--- src/rtl/reflet_timer.sv ---
// reflet_timer: memory-mapped down-counting timer for the Reflet system bus.
//
// Counts prescaled clock ticks and raises a level interrupt when COUNT
// reaches zero on a tick.  Five word-stride registers live at base_addr:
//   k=0 CTRL     bit0 run, bit1 auto_reload, bit2 irq_en
//   k=1 PRESCALE full width
//   k=2 RELOAD   full width
//   k=3 COUNT    full width
//   k=4 STATUS   bit0 expired, bit1 missed (write-1-to-clear)
//
// Bus protocol: there is no handshake.  Every cycle is a transfer, and the
// block is either selected or not.  A write completes at the edge where
// write_en is high and the block is selected.  Read data is registered: the
// value selected at edge N is on data_out during cycle N+1.  data_out is
// zero otherwise, so it can be OR-merged onto the CPU read bus.
//
// Ports:
//   clk       in   system clock
//   reset     in   synchronous, active-high reset
//   enable    in   low freezes prescaler, COUNT and STATUS; writes still apply
//   addr      in   CPU byte address
//   data_in   in   write data
//   write_en  in   write strobe
//   data_out  out  registered read data, zero when not selected
//   irq       out  registered level interrupt (expired & irq_en)
module reflet_timer #(
  parameter int unsigned             wordsize  = 16,
  parameter logic [wordsize-1:0]     base_addr = 16'hFF00
) (
  input  logic                clk,
  input  logic                reset,
  input  logic                enable,
  input  logic [wordsize-1:0] addr,
  input  logic [wordsize-1:0] data_in,
  input  logic                write_en,
  output logic [wordsize-1:0] data_out,
  output logic                irq
);

  localparam int unsigned          STRIDE     = wordsize / 8;
  localparam int unsigned          SHIFT      = $clog2(STRIDE);
  localparam logic [wordsize-1:0]  ALIGN_MASK = wordsize'(STRIDE - 1);
  localparam logic [wordsize-1:0]  ONE        = wordsize'(1);

  logic [2:0]          ctrl_q,     ctrl_d;
  logic [wordsize-1:0] prescale_q, prescale_d;
  logic [wordsize-1:0] reload_q,   reload_d;
  logic [wordsize-1:0] count_q,    count_d;
  logic [wordsize-1:0] pcnt_q,     pcnt_d;
  logic                expired_q,  expired_d;
  logic                missed_q,   missed_d;
  logic [wordsize-1:0] data_out_q, data_out_d;
  logic                irq_q,      irq_d;

  logic [wordsize-1:0] offset;
  logic [wordsize-1:0] k_full;
  logic [2:0]          k;
  logic                sel;
  logic                wr_ctrl, wr_prescale, wr_reload, wr_count, wr_status;
  logic                active, pcnt_wrap, tick, expire;
  logic [wordsize-1:0] rdata;

  always_comb begin
    // Address decode: offset wraps modulo 2^wordsize, so addresses below
    // base_addr become huge indices and fall out of the window.
    offset = addr - base_addr;
    k_full = offset >> SHIFT;
    k      = k_full[2:0];
    sel    = ((offset & ALIGN_MASK) == '0) && (k_full <= wordsize'(4));

    wr_ctrl     = sel && write_en && (k == 3'd0);
    wr_prescale = sel && write_en && (k == 3'd1);
    wr_reload   = sel && write_en && (k == 3'd2);
    wr_count    = sel && write_en && (k == 3'd3);
    wr_status   = sel && write_en && (k == 3'd4);

    active    = ctrl_q[0] && enable;
    pcnt_wrap = active && (pcnt_q == prescale_q);
    // A tick is dropped when software stops the timer or overwrites COUNT
    // on the same edge; the written values take priority.
    tick      = pcnt_wrap && !(wr_ctrl && !data_in[0]) && !wr_count;
    expire    = tick && (count_q == '0);

    pcnt_d = pcnt_q;
    if (wr_ctrl && data_in[0]) begin
      pcnt_d = '0;
    end else if (active) begin
      pcnt_d = pcnt_wrap ? '0 : pcnt_q + ONE;
    end

    ctrl_d = ctrl_q;
    if (wr_ctrl) begin
      ctrl_d = data_in[2:0];
    end else if (expire && !ctrl_q[1]) begin
      ctrl_d[0] = 1'b0;
    end

    prescale_d = wr_prescale ? data_in : prescale_q;
    reload_d   = wr_reload   ? data_in : reload_q;

    count_d = count_q;
    if (wr_count) begin
      count_d = data_in;
    end else if (tick) begin
      if (count_q != '0)  count_d = count_q - ONE;
      else if (ctrl_q[1]) count_d = reload_q;
      else                count_d = '0;
    end

    // Expiry beats a simultaneous clear of expired; a clear of missed
    // always wins, even when this expiry would set it.
    expired_d = (expired_q && !(wr_status && data_in[0])) || expire;
    missed_d  = (missed_q || (expire && expired_q)) && !(wr_status && data_in[1]);

    case (k)
      3'd0:    rdata = {{(wordsize-3){1'b0}}, ctrl_q};
      3'd1:    rdata = prescale_q;
      3'd2:    rdata = reload_q;
      3'd3:    rdata = count_q;
      3'd4:    rdata = {{(wordsize-2){1'b0}}, missed_q, expired_q};
      default: rdata = '0;
    endcase
    data_out_d = (sel && !write_en) ? rdata : '0;

    // Built from next-state values so irq tracks expired/irq_en with no lag.
    irq_d = expired_d && ctrl_d[2];
  end

  always_ff @(posedge clk) begin
    if (reset) begin
      ctrl_q     <= '0;
      prescale_q <= '0;
      reload_q   <= '0;
      count_q    <= '0;
      pcnt_q     <= '0;
      expired_q  <= 1'b0;
      missed_q   <= 1'b0;
      data_out_q <= '0;
      irq_q      <= 1'b0;
    end else begin
      ctrl_q     <= ctrl_d;
      prescale_q <= prescale_d;
      reload_q   <= reload_d;
      count_q    <= count_d;
      pcnt_q     <= pcnt_d;
      expired_q  <= expired_d;
      missed_q   <= missed_d;
      data_out_q <= data_out_d;
      irq_q      <= irq_d;
    end
  end

  assign data_out = data_out_q;
  assign irq      = irq_q;

endmodule
--- config.mk ---
export PLATFORM = sky130hd
export DESIGN_NAME = reflet_timer
export DESIGN_NICKNAME = d
export VERILOG_FILES = /design/src/rtl/reflet_timer.sv
export SDC_FILE = /design/constraint.sdc
export NUM_CORES = 1
export LEC_CHECK = 0
export CAP_MARGIN = 20
export CORE_MARGIN = 10
export CORE_UTILIZATION = 51
export DETAILED_ROUTE_END_ITERATION = 7
export HOLD_SLACK_MARGIN = 0.02
export PLACE_DENSITY = 0.88
export SYNTH_ARGS = -nofsm -noshare
export SYNTH_HDL_FRONTEND = slang
export SYNTH_SLANG_ARGS = --single-unit
--- constraint.sdc ---
create_clock -name clk -period 2.8 [get_ports clk]
set_input_delay 0.84 -clock clk [delete_from_list [all_inputs] [get_ports clk]]
set_output_delay 0.84 -clock clk [all_outputs]
set_load 0.1 [all_outputs]
==> reports/qor.csv, run 1 <==
metric;value;unit
outcome;finished, final reports clean;
number of enable flip-flop cells after synthesis;0;
post-synthesis net count;566;
DP Wirelength;9.70;mm
Ys Warns;0;
vias per std cell;6.43;
Synth area leaders;dfxtp_1, mux2i_1, nor2_1, xor2_1, mux2_2;
total wire length;14.5;mm
skew final;0.0109;ns
routed len/inst;19.9;µm
GP Congestion;0.897;
WP depth;9;
final number of max-transition violations;0;
switch share;0.232;
CP top delay family;buffers and inverters;
die area;13300;µm²
Initial DRC Count;561;
# setup viols final;0;
max_slew headroom;0.488;
core area;8810;µm²
worst skew pair latency;0.37;ns
Synth cell types;57;
sequential area share after synthesis;0.370;
Top FF cell, synth;dfxtp_1;
Starting Density;0.528;
ys async rst share;0;
Clock transition at path regs;0.09;ns
# Max-Cap Violations;0;
DR DRC count;0;
Setup Crit Path Kind;input port to flop;
diodes inserted;0;
area delta synth->final;30.8;%
Final #Nets;656;
Vias;4681;
Final WS setup;0.0700;ns
DRT antenna net count;0;
Critical Path End Type;flop;
maximum vdd drop;0.000333;V
Hold Path Depth;2;
post-synth top area cell;dfxtp_1;
Internal Power;1.92;mW
Synth Area in Compound Gates;0.165;
xor-xnor portion of the synthesized cell area;0.0773;
largest net degree at the start of global routing;34;
Sink Count;86;
first-pass GRT wire length;23.9;mm
# rows;34;
DRT Pass-1 Iters;6;
CP startpoint kind;input port;
power per cell area;412;nW/µm²
Bufs and invs on worst path;4;
Tightest Hold Check Type;flop to flop;
most common cell in the synthesized netlist;dfxtp_1;
Worst Path Arrival;2.97;ns
H-Tree Depth;3;
sw power;582;µW
Synth top area share;0.370;
Root Driver;clkbuf_8;
Reg power frac;0.488;
FMAX;366;MHz
Synth Register Bits;86;
synth cell count leaders;dfxtp_1, nor2_1, clkbuf_1;
GR Overflow Total;0;
Total GRT Usage;0.221;
P_leak;2.53;nW
# IOs;53;
Clock power frac;0.431;
Die H;115;µm
initial antenna violation count;0;
CTS tree;yes;
die width;115;µm
TritonCTS Buffers;9;
Comb power frac;0.081;
number of port buffers;52;
vias in the first global route;4691;
post-synthesis adder-cell area fraction;0.0135;
Worst R2R Path Depth;7;
deepest clock path buffer count;2;
Final period util;0.975;
Finished Layout Cells;728;
pre-CTS setup slack;-0.565;ns
Netlist Area Pre-Place;4650;µm²
min Tclk post-route;2.73;ns
Worst-Margin Slew;0.767;ns
slowest library cell on the worst path;or4b_4;
final hold vios;0;
Synth Area per Inst;8.85;µm²
fraction of final layout cells sized beyond drive strength 1;0.240;
main combinational cell family by area after synthesis;simple AND/OR/NAND/NOR gates;
Req. time, crit path;3.04;ns
Mapped Cells;525;
largest stage delay on the critical path;0.58;ns
DP Cell Count;697;
setup_tns;0;ns
crit path max fanout;21;
post-synthesis simple-gate area fraction;0.229;
post-synthesis mux area share;0.0999;
Pwr Total;2.51;mW
critical path, cell by cell;clkdlybuf4s50_1 -> or4b_4 -> a21oi_4 -> buf_6 -> nand4_1 -> buf_4 -> buf_12 -> o2111ai_1 -> o211ai_1;
[worst min-delay path: cells and delay by family (launching register included)]
kind	cells	cell delay, ns
AOI/OAI and AO/OA	1	0.06
buffers and inverters	1	0.07
DFF	1	0.33
[power groups by stage]
stage               combinational, mW  sequential, mW  clock (mW)
finish                          0.204            1.22        1.08
floorplan                      0.0656            1.25           0
detailed placement              0.181            1.25           0
global placement                0.176            1.25           0
global route                    0.215            1.22        1.13
CTS                             0.195            1.22        1.07
[path summary, 6_finish.rpt]
path / slack [ns] / start / end
min reg2reg: 0.50 / missed_q / missed_q
max: 0.07 / addr[0] / count_q[7]
max reg2reg: 0.39 / count_q[8] / count_q[15]
min: 0.50 / missed_q / missed_q
[cell families after synthesis]
| logic type | count (synthesis) |
|---|---|
| buf+inv | 49 |
| flops | 86 |
| compound gates | 111 |
| xor+xnor | 41 |
| fa+ha+maj | 5 |
| mux | 41 |
| simple gates | 192 |
[metrics by stage]
step           hold WS, ns  utilization  cell area (µm²)
5_1_grt              0.547        0.691             6080
2_1_floorplan        0.450            -             4660
3_3_place_gp         0.463        0.634             5580
4_1_cts              0.505        0.688             6060
6_report             0.502        0.691             6080
3_5_place_dp         0.486        0.634             5580
[final cells by class]
type,instances,area [µm²]
Fill cell,603,2720
Multi-Input combinational cell,390,2820
Inverter,11,41.3
Clock inverter,6,116
Sequential cell,86,1720
Timing Repair Buffer,117,1120
Tap cell,108,135
Clock buffer,10,128
[routing by layer]
metal,global-route usage,wire length (µm)
met1,0.270,5840
met2,0.365,7040
met3,0.0496,1170
met4,0.0963,447
met5,0,0
[sequential cells by signal (all words and copies together), names as in the netlist]
name        cells
data_out       16
prescale_q     16
ctrl_q          3
reload_q       16
count_q        16
missed_q        1
irq             1
expired_q       1
pcnt_q         16
[timing repair]
action | CTS | global route
setup endpoints to repair | 79 | 38
pin swaps | 13 | 4
hold buffers | 0 | 0
cloned | 2 | 0
gates resized for setup | 25 | 4
buffers inserted | 12 | 1
[cell usage in the layout, fill, tap and decap left out, types with 11 or more instances in the layout]
master,instances
nand4_1,22
a21oi_1,24
mux2_2,13
nor2_1,59
o21ai_0,20
mux2i_1,25
inv_1,11
nand3_1,28
nand2_1,21
dfxtp_1,86
xor2_1,26
xnor2_1,15
buf_4,67
a22oi_1,15
clkdlybuf4s50_1,28
Power figures use the tool's default switching activity.
==> run 2: changes to the inputs <==
--- a/config.mk
+++ b/config.mk
@@ -7,10 +7,11 @@
 export LEC_CHECK = 0
 export CAP_MARGIN = 20
 export CORE_MARGIN = 10
-export CORE_UTILIZATION = 51
+export CORE_UTILIZATION = 56
 export DETAILED_ROUTE_END_ITERATION = 7
 export HOLD_SLACK_MARGIN = 0.02
-export PLACE_DENSITY = 0.88
+export PLACE_DENSITY = 0.92
 export SYNTH_ARGS = -nofsm -noshare
 export SYNTH_HDL_FRONTEND = slang
 export SYNTH_SLANG_ARGS = --single-unit
+export TNS_END_PERCENT = 10
==> constraint.sdc (replaced) <==
create_clock -name clk -period 2.7 [get_ports clk]
set_input_delay 0.81 -clock clk [delete_from_list [all_inputs] [get_ports clk]]
set_output_delay 0.81 -clock clk [all_outputs]
set_load 0.1 [all_outputs]
==> run 2 against run 1 <==
  * The flow now finishes with violations (setup timing)
  * Worst hold slack got worse by 0.0054 ns
  * Total power fell by 0.16%
  * Combinational power rose by 18%
  * Via count rose by 7.9%
  * Sequential power rose by 4%
  * Core utilization rose by 7.3 points
  * Routed wire length rose by 19%
  * Critical path depth did not move
  * Count of clock-buffer cells in the layout did not move
  * Worst setup slack got worse by 0.18 ns
  * Critical path type unchanged
==> reports/qor.csv, run 2 (synthesis gave the netlist of run 1 again) <==
metric;value;unit;change
skew final;0.0190;ns;+0.00810 ns
Critical Path End Type;flop;;
Hold Path Depth;2;;unchanged
Worst Path Arrival;3.08;ns;+0.11 ns
Tightest Hold Check Type;flop to flop;;
DR DRC count;0;;unchanged
die area;12300;µm²;-7.4%
total wire length;17.3;mm;+19%
DRT antenna net count;0;;unchanged
critical path, cell by cell;dlygate4sd2_1 -> nand4_1 -> or4b_4 -> a2111oi_2 -> buf_4 -> nand3_1 -> buf_4 -> mux2i_1 -> nor2_1;;
DP Wirelength;9.80;mm;+1.1%
# IOs;53;;unchanged
Total GRT Usage;0.236;;+0.0155
CP top delay family;simple AND/OR/NAND/NOR gates;;
area occupied by multi-input gates;2910;µm²;+3.4%
CP Launch Point;addr[8];;
DRT Pass-1 Iters;8;;+2
Vias;5053;;+7.9%
Root Driver;clkbuf_8;;
vias per std cell;6.91;;+7.5%
TritonCTS Buffers;9;;unchanged
CTS tree;yes;;
outcome;finished with violations;;
crit path max fanout;3;;-86%
core area;8130;µm²;-7.6%
routed len/inst;23.6;µm;+19%
Final #Nets;661;;+0.76%
FMAX;356;MHz;
pre-CTS setup slack;-0.664;ns;-0.0993 ns
max_slew headroom;0.501;;+0.0130
Die H;111;µm;-3.8%
GR Overflow Total;0;;unchanged
unrepaired setup endpoints after global routing;yes;;
first-pass GRT wire length;24.2;mm;+1.5%
GP Congestion;0.931;;+3.8%
deepest clock path buffer count;2;;unchanged
failing checks;setup timing;;
Worst R2R Path Depth;7;;unchanged
Sink Count;86;;unchanged
Final period util;1.04;;
H-Tree Depth;3;;unchanged
# Max-Cap Violations;0;;unchanged
vias in the first global route;4671;;-0.43%
Final WS setup;-0.108;ns;-0.178 ns
P_leak;2.58;nW;+1.9%
worst r2r src;pcnt_q[5];;
cell mode on critical path;buf_4;;
Starting Density;0.571;;+0.0436
DP Cell Count;696;;-0.14%
Setup Crit Path Kind;input port to flop;;
Hold Buf Count CTS;0;;unchanged
Clock transition at path regs;0.08;ns;about the same
setup_tns;-0.521;ns;-0.521 ns
# rows;33;;-2.9%
Worst-Margin Slew;0.748;ns;-0.0194 ns
Pwr Total;2.50;mW;-0.16%
largest net degree at the start of global routing;42;;+24%
die width;111;µm;-3.8%
commonest non-fill, non-tap cell in the layout;dfxtp_1;;
number of port buffers;52;;unchanged
Req. time, crit path;2.97;ns;-0.07 ns
worst hold start;missed_q;;
fraction of final layout cells sized beyond drive strength 1;0.262;;+0.0221
reg-to-reg slack, setup;0.25;ns;-0.14 ns
Bufs and invs on worst path;3;;-1
Initial DRC Count;786;;+40%
Finished Layout Cells;731;;+0.41%
maximum vdd drop;0.000244;V;-27%
final number of max-transition violations;0;;unchanged
# setup viols final;19;;+19
largest stage delay on the critical path;0.56;ns;-0.02 ns
power per cell area;403;nW/µm²;-2.2%
slowest library cell on the worst path;or4b_4;;
CP startpoint kind;input port;;
min Tclk post-route;2.81;ns;
worst skew pair latency;0.38;ns;about the same
Hold Path End;missed_q;;
initial antenna violation count;1;;+1
# fillers;421;;-30%
Register Area;1720;µm²;unchanged
fin util;0.764;;+0.0730
most frequent cells in the layout;dfxtp_1, buf_4, nor2_1, nand3_1, xor2_1;;
R2R Path End;ctrl_q[0];;
area delta synth->final;33.6;%;
final hold vios;0;;unchanged
run 2: changes by cell type in the layout (fill, tap and decap cells not counted), sizes merged:
| cell | delta |
|---|---|
| clkdlybuf4s50 | -4 |
| clkbuf | +3 |
| buf | +2 |
| bufinv | -2 |
| clkinvlp | +2 |
| dlymetal6s2s | +2 |
| clkdlybuf4s15 | +1 |
| diode | +1 |
| dlygate4sd2 | +1 |
run 2: timing repair:
item	in CTS	in global routing
buffers inserted	10	4
setup endpoints to repair	84	84
pin swaps	9	15
hold endpoints to repair	0	0
gates cloned	1	3
resized for setup	30	26
run 2: per-layer routing:
metal / GRT usage / vias up / wire [µm]
met4: 0.128 / 0 / 919
met2: 0.400 / 440 / 8250
li1: - / 2143 / -
met3: 0.0471 / 106 / 1970
met1: 0.273 / 2364 / 6140
met5: 0 / - / 0
run 2: worst register-to-register path: stages, from the launching register on:
cell and delay, ns:
dfxtp_1 0.50, xor2_1 0.15, nor4_1 0.43, nand3_1 0.22
nor2_1 0.28, buf_4 0.17, nand4b_1 0.26, o31a_1 0.33
run 2: area by class of cell:
cell class / instances / area share
multi-input cells: 390 / 0.468
well taps: 105 / 0.0211
clock buffers: 10 / 0.0222
diodes: 1 / 0.000403
inverters: 11 / 0.00725
flip-flops and latches: 86 / 0.277
repair buffers: 122 / 0.191
clock inverters: 6 / 0.0121
run 2: power by group:
group	switching [mW]	internal [mW]	leakage (nW)
logic	0.129	0.112	1.78
clock network	0.525	0.468	0.105
registers	0.000112	1.27	0.692
run 2: worst max path at each step:
stage               depth (start not counted)  slack (ns)             to
detailed placement                         10       -0.66    count_q[12]
finish                                      9       -0.11      ctrl_q[1]
CTS                                        14        0.02  prescale_q[6]
floorplan                                   7      -0.002     pcnt_q[14]
global placement                           10       -0.47    data_out[2]
global route                                9       -0.22      ctrl_q[1]
run 2: through the flow:
step | hold WS, ns | instance area, µm²
finish | 0.497 | 6210
global route | 0.522 | 6210
CTS | 0.493 | 5970
detailed placement | 0.479 | 5580
global placement | 0.465 | 5580
floorplan | 0.450 | 4670
